### src/rtl/pipelined_control_unit_if.sv
`default_nettype none
// ============================================================================
// Module   : pipelined_control_unit_if
// Brief    : Decode fields, ALU flags and pipelined control outputs of the
//            RV32I control path, bundled with core-side and unit-side views.
// Revision : 1.0 - initial release
// ============================================================================
interface pipelined_control_unit_if #(
  parameter int ALUCTRL_W = 4
);
  logic [6:0]           opcode_d;
  logic [2:0]           funct3_d;
  logic                 funct7b5_d;
  logic                 flush_e;
  logic                 zero_e;
  logic                 lt_e;
  logic                 ltu_e;
  logic [2:0]           immsrc_d;
  logic                 regwrite_e;
  logic                 regwrite_m;
  logic                 regwrite_w;
  logic [1:0]           resultsrc_e;
  logic [1:0]           resultsrc_m;
  logic [1:0]           resultsrc_w;
  logic                 memwrite_m;
  logic                 alusrc_e;
  logic [ALUCTRL_W-1:0] alucontrol_e;
  logic                 pcsrc_e;
  logic                 illegal_w;

  modport master (
    output opcode_d, funct3_d, funct7b5_d, flush_e, zero_e, lt_e, ltu_e,
    input  immsrc_d, regwrite_e, regwrite_m, regwrite_w,
           resultsrc_e, resultsrc_m, resultsrc_w, memwrite_m,
           alusrc_e, alucontrol_e, pcsrc_e, illegal_w
  );

  modport slave (
    input  opcode_d, funct3_d, funct7b5_d, flush_e, zero_e, lt_e, ltu_e,
    output immsrc_d, regwrite_e, regwrite_m, regwrite_w,
           resultsrc_e, resultsrc_m, resultsrc_w, memwrite_m,
           alusrc_e, alucontrol_e, pcsrc_e, illegal_w
  );
endinterface
`default_nettype wire

### src/rtl/pipelined_control_unit.sv
`default_nettype none
// ============================================================================
// Module   : pipelined_control_unit
// Brief    : RV32I decode plus D->E, E->M, M->W control pipeline registers,
//            branch resolution in E and a pipelined illegal-instruction flag.
// Revision : 1.0 - initial release
// ============================================================================
module pipelined_control_unit #(
  parameter int ALUCTRL_W  = 4,
  parameter bit EXT_BRANCH = 1'b1
) (
  input  wire                      clk,
  input  wire                      reset,
  pipelined_control_unit_if.slave  bus
);

  localparam logic [6:0] c_op_load   = 7'b0000011;
  localparam logic [6:0] c_op_store  = 7'b0100011;
  localparam logic [6:0] c_op_rtype  = 7'b0110011;
  localparam logic [6:0] c_op_itype  = 7'b0010011;
  localparam logic [6:0] c_op_branch = 7'b1100011;
  localparam logic [6:0] c_op_jal    = 7'b1101111;
  localparam logic [6:0] c_op_lui    = 7'b0110111;

  localparam logic [3:0] c_alu_add  = 4'b0000;
  localparam logic [3:0] c_alu_sub  = 4'b0001;
  localparam logic [3:0] c_alu_and  = 4'b0010;
  localparam logic [3:0] c_alu_or   = 4'b0011;
  localparam logic [3:0] c_alu_xor  = 4'b0100;
  localparam logic [3:0] c_alu_slt  = 4'b0101;
  localparam logic [3:0] c_alu_sltu = 4'b0110;
  localparam logic [3:0] c_alu_sll  = 4'b0111;
  localparam logic [3:0] c_alu_srl  = 4'b1000;
  localparam logic [3:0] c_alu_sra  = 4'b1001;

  typedef struct packed {
    logic                 regwrite;
    logic [1:0]           resultsrc;
    logic                 memwrite;
    logic                 jump;
    logic                 branch;
    logic [ALUCTRL_W-1:0] alucontrol;
    logic                 alusrc;
    logic [2:0]           funct3;
    logic                 illegal;
  } ctrl_e_t;

  typedef struct packed {
    logic       regwrite;
    logic [1:0] resultsrc;
    logic       memwrite;
    logic       illegal;
  } ctrl_m_t;

  typedef struct packed {
    logic       regwrite;
    logic [1:0] resultsrc;
    logic       illegal;
  } ctrl_w_t;

  logic       w_branch_legal;
  logic       w_regwrite_d;
  logic [1:0] w_resultsrc_d;
  logic       w_memwrite_d;
  logic       w_jump_d;
  logic       w_branch_d;
  logic [1:0] w_aluop_d;
  logic       w_alusrc_d;
  logic [2:0] w_immsrc_d;
  logic       w_illegal_d;
  logic [3:0] w_alucode_d;
  logic       w_cond_e;

  ctrl_e_t w_ctrl_e_d, r_ctrl_e_q;
  ctrl_m_t w_ctrl_m_d, r_ctrl_m_q;
  ctrl_w_t w_ctrl_w_d, r_ctrl_w_q;

  // Branch funct3 010/011 are never legal; the reduced core also drops the compares.
  if (EXT_BRANCH) begin : g_ext_branch
    assign w_branch_legal = (bus.funct3_d[2:1] != 2'b01);
  end else begin : g_base_branch
    assign w_branch_legal = (bus.funct3_d[2:1] == 2'b00);
  end

  always_comb begin
    w_regwrite_d  = 1'b0;
    w_resultsrc_d = 2'b00;
    w_memwrite_d  = 1'b0;
    w_jump_d      = 1'b0;
    w_branch_d    = 1'b0;
    w_aluop_d     = 2'b00;
    w_alusrc_d    = 1'b0;
    w_immsrc_d    = 3'b000;
    w_illegal_d   = 1'b0;
    case (bus.opcode_d)
      c_op_load: begin
        w_regwrite_d  = 1'b1;
        w_alusrc_d    = 1'b1;
        w_resultsrc_d = 2'b01;
      end
      c_op_store: begin
        w_memwrite_d = 1'b1;
        w_immsrc_d   = 3'b001;
        w_alusrc_d   = 1'b1;
      end
      c_op_rtype: begin
        w_regwrite_d = 1'b1;
        w_aluop_d    = 2'b10;
      end
      c_op_itype: begin
        w_regwrite_d = 1'b1;
        w_alusrc_d   = 1'b1;
        w_aluop_d    = 2'b10;
      end
      c_op_branch: begin
        w_branch_d  = w_branch_legal;
        w_illegal_d = ~w_branch_legal;
        w_immsrc_d  = 3'b010;
        w_aluop_d   = 2'b01;
      end
      c_op_jal: begin
        w_jump_d      = 1'b1;
        w_regwrite_d  = 1'b1;
        w_immsrc_d    = 3'b011;
        w_resultsrc_d = 2'b10;
      end
      c_op_lui: begin
        w_regwrite_d  = 1'b1;
        w_immsrc_d    = 3'b100;
        w_resultsrc_d = 2'b11;
      end
      default: w_illegal_d = 1'b1;
    endcase
  end

  always_comb begin
    w_alucode_d = c_alu_add;
    case (w_aluop_d)
      2'b01: w_alucode_d = c_alu_sub;
      2'b10: begin
        case (bus.funct3_d)
          3'b000:  w_alucode_d = (bus.opcode_d[5] & bus.funct7b5_d) ? c_alu_sub : c_alu_add;
          3'b001:  w_alucode_d = c_alu_sll;
          3'b010:  w_alucode_d = c_alu_slt;
          3'b011:  w_alucode_d = c_alu_sltu;
          3'b100:  w_alucode_d = c_alu_xor;
          3'b101:  w_alucode_d = bus.funct7b5_d ? c_alu_sra : c_alu_srl;
          3'b110:  w_alucode_d = c_alu_or;
          default: w_alucode_d = c_alu_and;
        endcase
      end
      default: w_alucode_d = c_alu_add;
    endcase
  end

  always_comb begin
    w_ctrl_e_d = '0;
    if (!bus.flush_e) begin
      w_ctrl_e_d.regwrite   = w_regwrite_d;
      w_ctrl_e_d.resultsrc  = w_resultsrc_d;
      w_ctrl_e_d.memwrite   = w_memwrite_d;
      w_ctrl_e_d.jump       = w_jump_d;
      w_ctrl_e_d.branch     = w_branch_d;
      w_ctrl_e_d.alucontrol = ALUCTRL_W'(w_alucode_d);
      w_ctrl_e_d.alusrc     = w_alusrc_d;
      w_ctrl_e_d.funct3     = bus.funct3_d;
      w_ctrl_e_d.illegal    = w_illegal_d;
    end
    w_ctrl_m_d.regwrite  = r_ctrl_e_q.regwrite;
    w_ctrl_m_d.resultsrc = r_ctrl_e_q.resultsrc;
    w_ctrl_m_d.memwrite  = r_ctrl_e_q.memwrite;
    w_ctrl_m_d.illegal   = r_ctrl_e_q.illegal;
    w_ctrl_w_d.regwrite  = r_ctrl_m_q.regwrite;
    w_ctrl_w_d.resultsrc = r_ctrl_m_q.resultsrc;
    w_ctrl_w_d.illegal   = r_ctrl_m_q.illegal;
  end

  always_ff @(posedge clk) begin
    if (reset) begin
      r_ctrl_e_q <= '0;
      r_ctrl_m_q <= '0;
      r_ctrl_w_q <= '0;
    end else begin
      r_ctrl_e_q <= w_ctrl_e_d;
      r_ctrl_m_q <= w_ctrl_m_d;
      r_ctrl_w_q <= w_ctrl_w_d;
    end
  end

  always_comb begin
    case (r_ctrl_e_q.funct3)
      3'b000:  w_cond_e = bus.zero_e;
      3'b001:  w_cond_e = ~bus.zero_e;
      3'b100:  w_cond_e = bus.lt_e;
      3'b101:  w_cond_e = ~bus.lt_e;
      3'b110:  w_cond_e = bus.ltu_e;
      3'b111:  w_cond_e = ~bus.ltu_e;
      default: w_cond_e = 1'b0;
    endcase
  end

  assign bus.immsrc_d     = w_immsrc_d;
  assign bus.regwrite_e   = r_ctrl_e_q.regwrite;
  assign bus.resultsrc_e  = r_ctrl_e_q.resultsrc;
  assign bus.alusrc_e     = r_ctrl_e_q.alusrc;
  assign bus.alucontrol_e = r_ctrl_e_q.alucontrol;
  assign bus.pcsrc_e      = (r_ctrl_e_q.branch & w_cond_e) | r_ctrl_e_q.jump;
  assign bus.regwrite_m   = r_ctrl_m_q.regwrite;
  assign bus.resultsrc_m  = r_ctrl_m_q.resultsrc;
  assign bus.memwrite_m   = r_ctrl_m_q.memwrite;
  assign bus.regwrite_w   = r_ctrl_w_q.regwrite;
  assign bus.resultsrc_w  = r_ctrl_w_q.resultsrc;
  assign bus.illegal_w    = r_ctrl_w_q.illegal;

endmodule
`default_nettype wire

### src/flat_wrapper.sv
// flat-port wrapper written by rule: the top's interface ports become plain ports
module pipelined_control_unit_flat 
#(
  parameter int ALUCTRL_W  = 4,
  parameter bit EXT_BRANCH = 1'b1
)
  (clk, reset, bus_opcode_d, bus_funct3_d, bus_funct7b5_d, bus_flush_e, bus_zero_e, bus_lt_e, bus_ltu_e, bus_immsrc_d, bus_regwrite_e, bus_regwrite_m, bus_regwrite_w, bus_resultsrc_e, bus_resultsrc_m, bus_resultsrc_w, bus_memwrite_m, bus_alusrc_e, bus_alucontrol_e, bus_pcsrc_e, bus_illegal_w);
  pipelined_control_unit_if #(.ALUCTRL_W(ALUCTRL_W)) bus_i ();
  input  wire clk;
  input  wire reset;
  input wire logic [$bits(bus_i.opcode_d)-1:0] bus_opcode_d;
  input wire logic [$bits(bus_i.funct3_d)-1:0] bus_funct3_d;
  input wire logic [$bits(bus_i.funct7b5_d)-1:0] bus_funct7b5_d;
  input wire logic [$bits(bus_i.flush_e)-1:0] bus_flush_e;
  input wire logic [$bits(bus_i.zero_e)-1:0] bus_zero_e;
  input wire logic [$bits(bus_i.lt_e)-1:0] bus_lt_e;
  input wire logic [$bits(bus_i.ltu_e)-1:0] bus_ltu_e;
  output wire logic [$bits(bus_i.immsrc_d)-1:0] bus_immsrc_d;
  output wire logic [$bits(bus_i.regwrite_e)-1:0] bus_regwrite_e;
  output wire logic [$bits(bus_i.regwrite_m)-1:0] bus_regwrite_m;
  output wire logic [$bits(bus_i.regwrite_w)-1:0] bus_regwrite_w;
  output wire logic [$bits(bus_i.resultsrc_e)-1:0] bus_resultsrc_e;
  output wire logic [$bits(bus_i.resultsrc_m)-1:0] bus_resultsrc_m;
  output wire logic [$bits(bus_i.resultsrc_w)-1:0] bus_resultsrc_w;
  output wire logic [$bits(bus_i.memwrite_m)-1:0] bus_memwrite_m;
  output wire logic [$bits(bus_i.alusrc_e)-1:0] bus_alusrc_e;
  output wire logic [$bits(bus_i.alucontrol_e)-1:0] bus_alucontrol_e;
  output wire logic [$bits(bus_i.pcsrc_e)-1:0] bus_pcsrc_e;
  output wire logic [$bits(bus_i.illegal_w)-1:0] bus_illegal_w;
  assign bus_i.opcode_d = bus_opcode_d;
  assign bus_i.funct3_d = bus_funct3_d;
  assign bus_i.funct7b5_d = bus_funct7b5_d;
  assign bus_i.flush_e = bus_flush_e;
  assign bus_i.zero_e = bus_zero_e;
  assign bus_i.lt_e = bus_lt_e;
  assign bus_i.ltu_e = bus_ltu_e;
  assign bus_immsrc_d = bus_i.immsrc_d;
  assign bus_regwrite_e = bus_i.regwrite_e;
  assign bus_regwrite_m = bus_i.regwrite_m;
  assign bus_regwrite_w = bus_i.regwrite_w;
  assign bus_resultsrc_e = bus_i.resultsrc_e;
  assign bus_resultsrc_m = bus_i.resultsrc_m;
  assign bus_resultsrc_w = bus_i.resultsrc_w;
  assign bus_memwrite_m = bus_i.memwrite_m;
  assign bus_alusrc_e = bus_i.alusrc_e;
  assign bus_alucontrol_e = bus_i.alucontrol_e;
  assign bus_pcsrc_e = bus_i.pcsrc_e;
  assign bus_illegal_w = bus_i.illegal_w;
  pipelined_control_unit #(.ALUCTRL_W(ALUCTRL_W), .EXT_BRANCH(EXT_BRANCH)) u_core (.clk(clk), .reset(reset), .bus(bus_i));
endmodule
### config.mk
export PLATFORM = sky130hd
export DESIGN_NAME = pipelined_control_unit_flat
export DESIGN_NICKNAME = d
export VERILOG_FILES = /design/src/rtl/pipelined_control_unit_if.sv /design/src/rtl/pipelined_control_unit.sv /design/src/flat_wrapper.sv
export SDC_FILE = /design/constraint.sdc
export NUM_CORES = 1
export LEC_CHECK = 0
export ABC_AREA = 1
export ABC_CLOCK_PERIOD_IN_PS = 1200
export CAP_MARGIN = 20
export CORE_MARGIN = 2
export CORE_UTILIZATION = 40
export CTS_CLUSTER_SIZE = 14
export DETAILED_ROUTE_END_ITERATION = 8
export HOLD_SLACK_MARGIN = 0.05
export PLACE_DENSITY = 0.74
export SYNTH_ARGS = -nofsm -noshare
export SYNTH_HDL_FRONTEND = slang
export SYNTH_SLANG_ARGS = --single-unit
### constraint.sdc
create_clock -name clk -period 1.2 [get_ports clk]
set_input_delay 0.24 -clock clk [delete_from_list [all_inputs] [get_ports clk]]
set_output_delay 0.24 -clock clk [all_outputs]
set_load 0.02 [all_outputs]
; Word-level counts from Yosys, hierarchy flattened
; Cells that the tools add are included.
[word_totals]
inputBits = 17
wordCells = 66
register_bits = 24
mem_count = 0
rom_bits = 0
latchBits = 0
ram_bits = 0
[classes]
n_eq_ne = 21
n_bitwise = 8
reduce_logical = 8
order_cmp = 0
div = 0
n_shift = 0
multipliers = 0
n_addsub = 0
mux = 13
[op_table]
columns = cell, n
row1 = one-hot mux 4 bit (7 select lines), 1
row2 = == test 3 bit (second input constant), 7
row3 = == test 7 x 6 -> 1 bit (second input constant), 3
row4 = == test 7 bit (second input constant), 2
row5 = one-hot mux 3 bit (4 select lines), 1
row6 = one-hot mux 4 bit (2 select lines), 1
row7 = == test 7 x 2 -> 1 bit (second input constant), 1
row8 = == test 7 x 5 -> 1 bit (second input constant), 1
row9 = == test 3 x 1 -> 1 bit (second input constant), 2
row10 = == test 3 x 2 -> 1 bit (second input constant), 2
row11 = logical NOT 3 bit, 2
row12 = 2-to-1 mux 1 bit, 6
row13 = one-hot mux 1 bit (6 select lines), 1
row14 = one-hot mux 2 bit (3 select lines), 1
row15 = OR reduction 3 bit, 2
row16 = OR reduction 6 bit, 1
row17 = inverter 1 bit, 5
row18 = OR reduction 5 bit, 1
row19 = one-hot mux 2 bit (2 select lines), 1
row20 = OR reduction 2 bit, 2
row21 = bitwise AND 1 bit, 2
row22 = == test 2 x 1 -> 1 bit (second input constant), 1
row23 = == test 2 bit (second input constant), 1
row24 = inequality test 2 x 1 -> 1 bit (second input constant), 1
row25 = 2 further kinds, 2

; Logic depth before layout (Yosys ltp)
[depth]
word_depth = 5
ltp_mapped = 9
depth_no_buf = 9

; Least setup slack after synthesis
; Ideal clock, no wire load.
[synth_timing]
path_type = input -> register
startpoint = in bus_opcode_d[1]
endpoint = reg u_core.r_ctrl_e_q, in the netlist u_core.bus.alucontrol_e[3]
path_slack_ps = -47
setup_time_ps = 78
required_ps = 1122
cell_stages = 9
arrival_ps = 1169
path_buffers = 0
cell_sequence = nand2_1 -> inv_1 -> nand2_1 -> nor2_1 -> inv_1 -> ha_1 -> inv_1 -> nand3_1 -> nor3_1
[synth_between]
elab_chain_cells = 5
word_cells_on_any_way = 8
cone_classes = eq/ne (5) / mux (2) / reduce/logical (1)
[synth_lines]
columns = element, line
row1 = from (decl), flat_wrapper.sv:11  ; input wire logic [$bits(bus_i.opcode_d)-1:0] bus_opcode_d;
row2 = == test 7 x 6 -> 1 bit / == test 7 x 5 -> 1 bit (equally long branches), pipelined_control_unit.sv:95  ; case (bus.opcode_d)
row3 = OR reduction 2 bit (no line), --
row4 = one-hot mux 2 bit (2 select lines) *, pipelined_control_unit.sv:95
row5 = == test 2 bit / == test 2 x 1 -> 1 bit (equally long branches), pipelined_control_unit.sv:138  ; case (w_aluop_d)
row6 = one-hot mux 4 bit (2 select lines) *, pipelined_control_unit.sv:138
row7 = to (signal assigned), pipelined_control_unit.sv:184  ; r_ctrl_e_q <= w_ctrl_e_d;
row8 = to (decl), pipelined_control_unit.sv:74  ; ctrl_e_t w_ctrl_e_d, r_ctrl_e_q;
; Every way passes the cells marked *; elsewhere a longest branch is shown, timed or not.
; A chain may end at the register's enable or synchronous reset.

; Final worst setup path
[layout_timing]
startpoint = reg u_core.r_ctrl_e_q[3] (netlist name)
endpoint = out bus_pcsrc_e
[layout_between]
elab_chain_cells = 4
word_cells_on_any_way = 9
cone_classes = eq/ne (5) / mux (1) / bitwise (2) / reduce/logical (1)
[layout_lines]
columns = element, line
row1 = == test 3 bit (tied with other cells), pipelined_control_unit.sv:191  ; case (r_ctrl_e_q.funct3)
row2 = one-hot mux 1 bit (6 select lines) *, pipelined_control_unit.sv:191
row3 = bitwise AND 1 bit *, pipelined_control_unit.sv:207  ; assign bus.pcsrc_e = (r_ctrl_e_q.branch & w_cond_e) | r_ctrl_e_q.jump;
row4 = OR 1 bit *, pipelined_control_unit.sv:207
row5 = to (decl), flat_wrapper.sv:28  ; output wire logic [$bits(bus_i.pcsrc_e)-1:0] bus_pcsrc_e;
; Marks and branches as above.

==> qor.yml <==
yosysTopAreaCellShare_pct: 44.2
synth_compound_area_share_pct: 7.26
area_delta_synth_final_pct: 55.2
outcome: "finished with violations"
gp_congestion: 0.774
ir_drop_mv: 0.562
cp_cell_sequence: "nand2_2 -> o21ai_2 -> nand2_1 -> nand2_1 -> o21ai_2 -> nand2_1 -> nand2_1 -> buf_6"
finalPower_mw: 1.42
ant_nets: 0
setup_ws_ns: -0.261
wl_met1_um: 899
synthDistinctLibCells: 24
synth_xor_area_share_pct: 0
cts_tree: "built"
violations: "setup timing"
fin_crit_sh_pct: 122
critical-path-top-delay-family: "flip-flops"
p_per_area_nw_per_um2: 843
clock_sinks: 24
crit_top_cell: "nand2_1"
via_per_inst: 4.48
arrival_ns: 1.22
dr_wl_met2_um: 1230
path_class: "reg2out"
grt_use_total_pct: 15.6
rsz0062_at_grt: "yes"
die_area_um2: 3150
power.switching_mw: 0.324
r2r_slack_ns: 0.68
syn_area_per_cell_um2: 7.76
min_path_cells: 3
antenna_found_initial: 0
hold_buffers: 0
yosys.area.top_type: "dfxtp_1"
synth-adder-area-share_pct: 2.30
route.vias.total: 1026
min_period_ns: 1.46
nNetsFinal: 219
drv_cap: 0
combinationalPowerShare_pct: 15.2
crit_required_ns: 0.96
synth_flop_cell: "dfxtp_1"
boundaryPins: 37
cp_slowest_cell: "dfxtp_2"
critPathMaxFanout: 3
syn-cell-area_um2: 1090
p_seq_share_pct: 57.1
first_pass_iters: 4
power_frac_clock_pct: 27.7
synthMuxAreaShare_pct: 0
drc_errors: 0
h-tree-depth: 1
cp_num_buf_inv: 1
endpoint_kind: "primary output"
rr_worst_depth: 2
wl_met3_um: 158
critPathMaxStageDelay_ns: 0.36
synth-seq-cells: 24
finalHoldViolCount: 0
finalSetupViolCount: 1
tightest_slew_ns: 0.380
routed_wirelength_um: 2350
hold_end: "u_core.bus.alusrc_e"
cp-start-kind: "register"
cts_buffers: 3
routedWlPerCell_um: 10.3
slew_viol_final: 0
synth.most_common_cell: "inv_1"
num-fill-cells: 225
p_leak_nw: 0.823
synth_top_family_by_area: "simple AND/OR/NAND/NOR gates"
utilization_pct: 66.8
crit-reg2reg-launch: "u_core.bus.regwrite_e"
syn_inst: 140
yosysWarningCount: 0
ys_seq_area_share_pct: 44.2
grt_pass1_wl_um: 3930
cts-root-buf: "clkbuf_4"
cts_buffer_depth: 2
hold_class: "in2reg"
synth.top_cells.by_count: "26 x inv_1, 24 x dfxtp_1, 24 x nor2_1"
clock_latency_ns: 0.29
grt_max_degree: 14
fmax_mhz: 685
core_um2: 2520
hold_start: "bus_opcode_d[6]"
relSlewSlack_pct: 74.7
die_h_um: 56.1
p_sw_share_pct: 22.8
top_layer: "met4"
antenna_cells: 0
finClkSkew_ns: 0.00135
portBuffers: 36
drive_gt1_share_pct: 45.7
synthArstFlopShare_pct: 0
drt-initial-drc-count: 24
intPower_mw: 1.10
r2r-end: "u_core.bus.regwrite_m"
synth.area.top_cells: "dfxtp_1 44%, inv_1 9.0%, nor2_1 8.3%, nand2_1 7.6%, buf_4 6.2%"
grt_overflow_total: 0
synth_nets: 159
rows: 18
place_hpwl_um: 1770
start_util_pct: 43.1
clk_pin_slew_ns: 0.12
synth_edf_count: 0
die_x_um: 56.1
grt_pass1_vias: 1003
yosys.area_share.simple_pct: 28.9
-- state kept, by name, summed over array words and instances (netlist names), 2 cells and up --
| register | flops |
|---|---|
| u_core.bus.resultsrc_e | 2 |
| u_core.bus.alucontrol_e | 4 |
| u_core.r_ctrl_e_q | 7 |
| u_core.bus.resultsrc_m | 2 |
| u_core.bus.resultsrc_w | 2 |
-- worst max path at each step --
stage	start	to	slack [ns]	depth (start not counted)
after floorplan	bus_opcode_d[1]	u_core.bus.alucontrol_e[3]	0.009	9
after global placement	bus_opcode_d[3]	bus_immsrc_d[0]	-0.83	7
after detailed placement	bus_lt_e	bus_pcsrc_e	-0.88	10
after CTS	u_core.r_ctrl_e_q[3]	bus_pcsrc_e	-0.31	8
after global routing	u_core.r_ctrl_e_q[3]	bus_pcsrc_e	-0.35	7
final	u_core.r_ctrl_e_q[3]	bus_pcsrc_e	-0.26	8
-- placed cells by master (no fill, tap or decap), types with 6 or more instances in the layout --
cell             count
clkdlybuf4s50_1      7
nor2_1              22
inv_1               22
inv_2                6
buf_6                7
nand2_1             18
buf_2                6
clkbuf_2             9
buf_4               28
nor2_4               6
dfxtp_1             21
-- area by class of cell --
cell class	instances	area [um2]	area share, %
clock buffer	4	36.3	2.15
tap	30	37.5	2.23
multi-input combinational	77	500	29.7
timing repair buffer	65	515	30.6
inverter	29	111	6.61
sequential	24	484	28.7
-- tightest hold or removal path, delay by kind of cell --
family / cells / cell delay (ns)
buf+inv: 2 / 0.23
simple gates: 1 / 0.04
-- metal layers --
metal / global-route usage [%] / up-vias
li1: - / 531
met1: 15.0 / 456
met2: 29.9 / 33
met3: 3.72 / 6
met4: 8.16 / 0
met5: 0 / -
-- timing repair --
| action | CTS | global route |
|---|---|---|
| pin swaps | 15 | 14 |
| endpoints found under the setup margin | 26 | 22 |
| buffers inserted | 6 | 3 |
| gates resized for setup | 99 | 29 |
-- cells by family after synthesis --
group | Yosys count
and+or+nand+nor | 62
buffers and inverters | 39
DFF | 24
AOI/OAI and AO/OA | 13
adders and majority gates | 2
-- stage by stage --
step | cells | TNS, ns | hold WS (ns) | worst slack, ns | area, um2
after detailed placement | 217 | -8.63 | 0.395 | -0.881 | 1570
after global routing | 229 | -0.386 | 0.229 | -0.353 | 1690
after CTS | 227 | -0.311 | 0.242 | -0.311 | 1680
after global placement | 217 | -8.04 | 0.391 | -0.833 | 1570
after floorplan | 140 | 0 | 0.319 | 0.00906 | 1090
final | 229 | -0.261 | 0.254 | -0.261 | 1690
-- power by group through the flow --
stage	combinational (mW)	sequential, mW	clock [mW]
6_report	0.215	0.811	0.394
2_1_floorplan	0.0796	0.830	0
3_3_place_gp	0.185	0.828	0
5_1_grt	0.234	0.813	0.449
4_1_cts	0.206	0.810	0.412
3_5_place_dp	0.192	0.828	0
(Power assumes the default switching activity.)
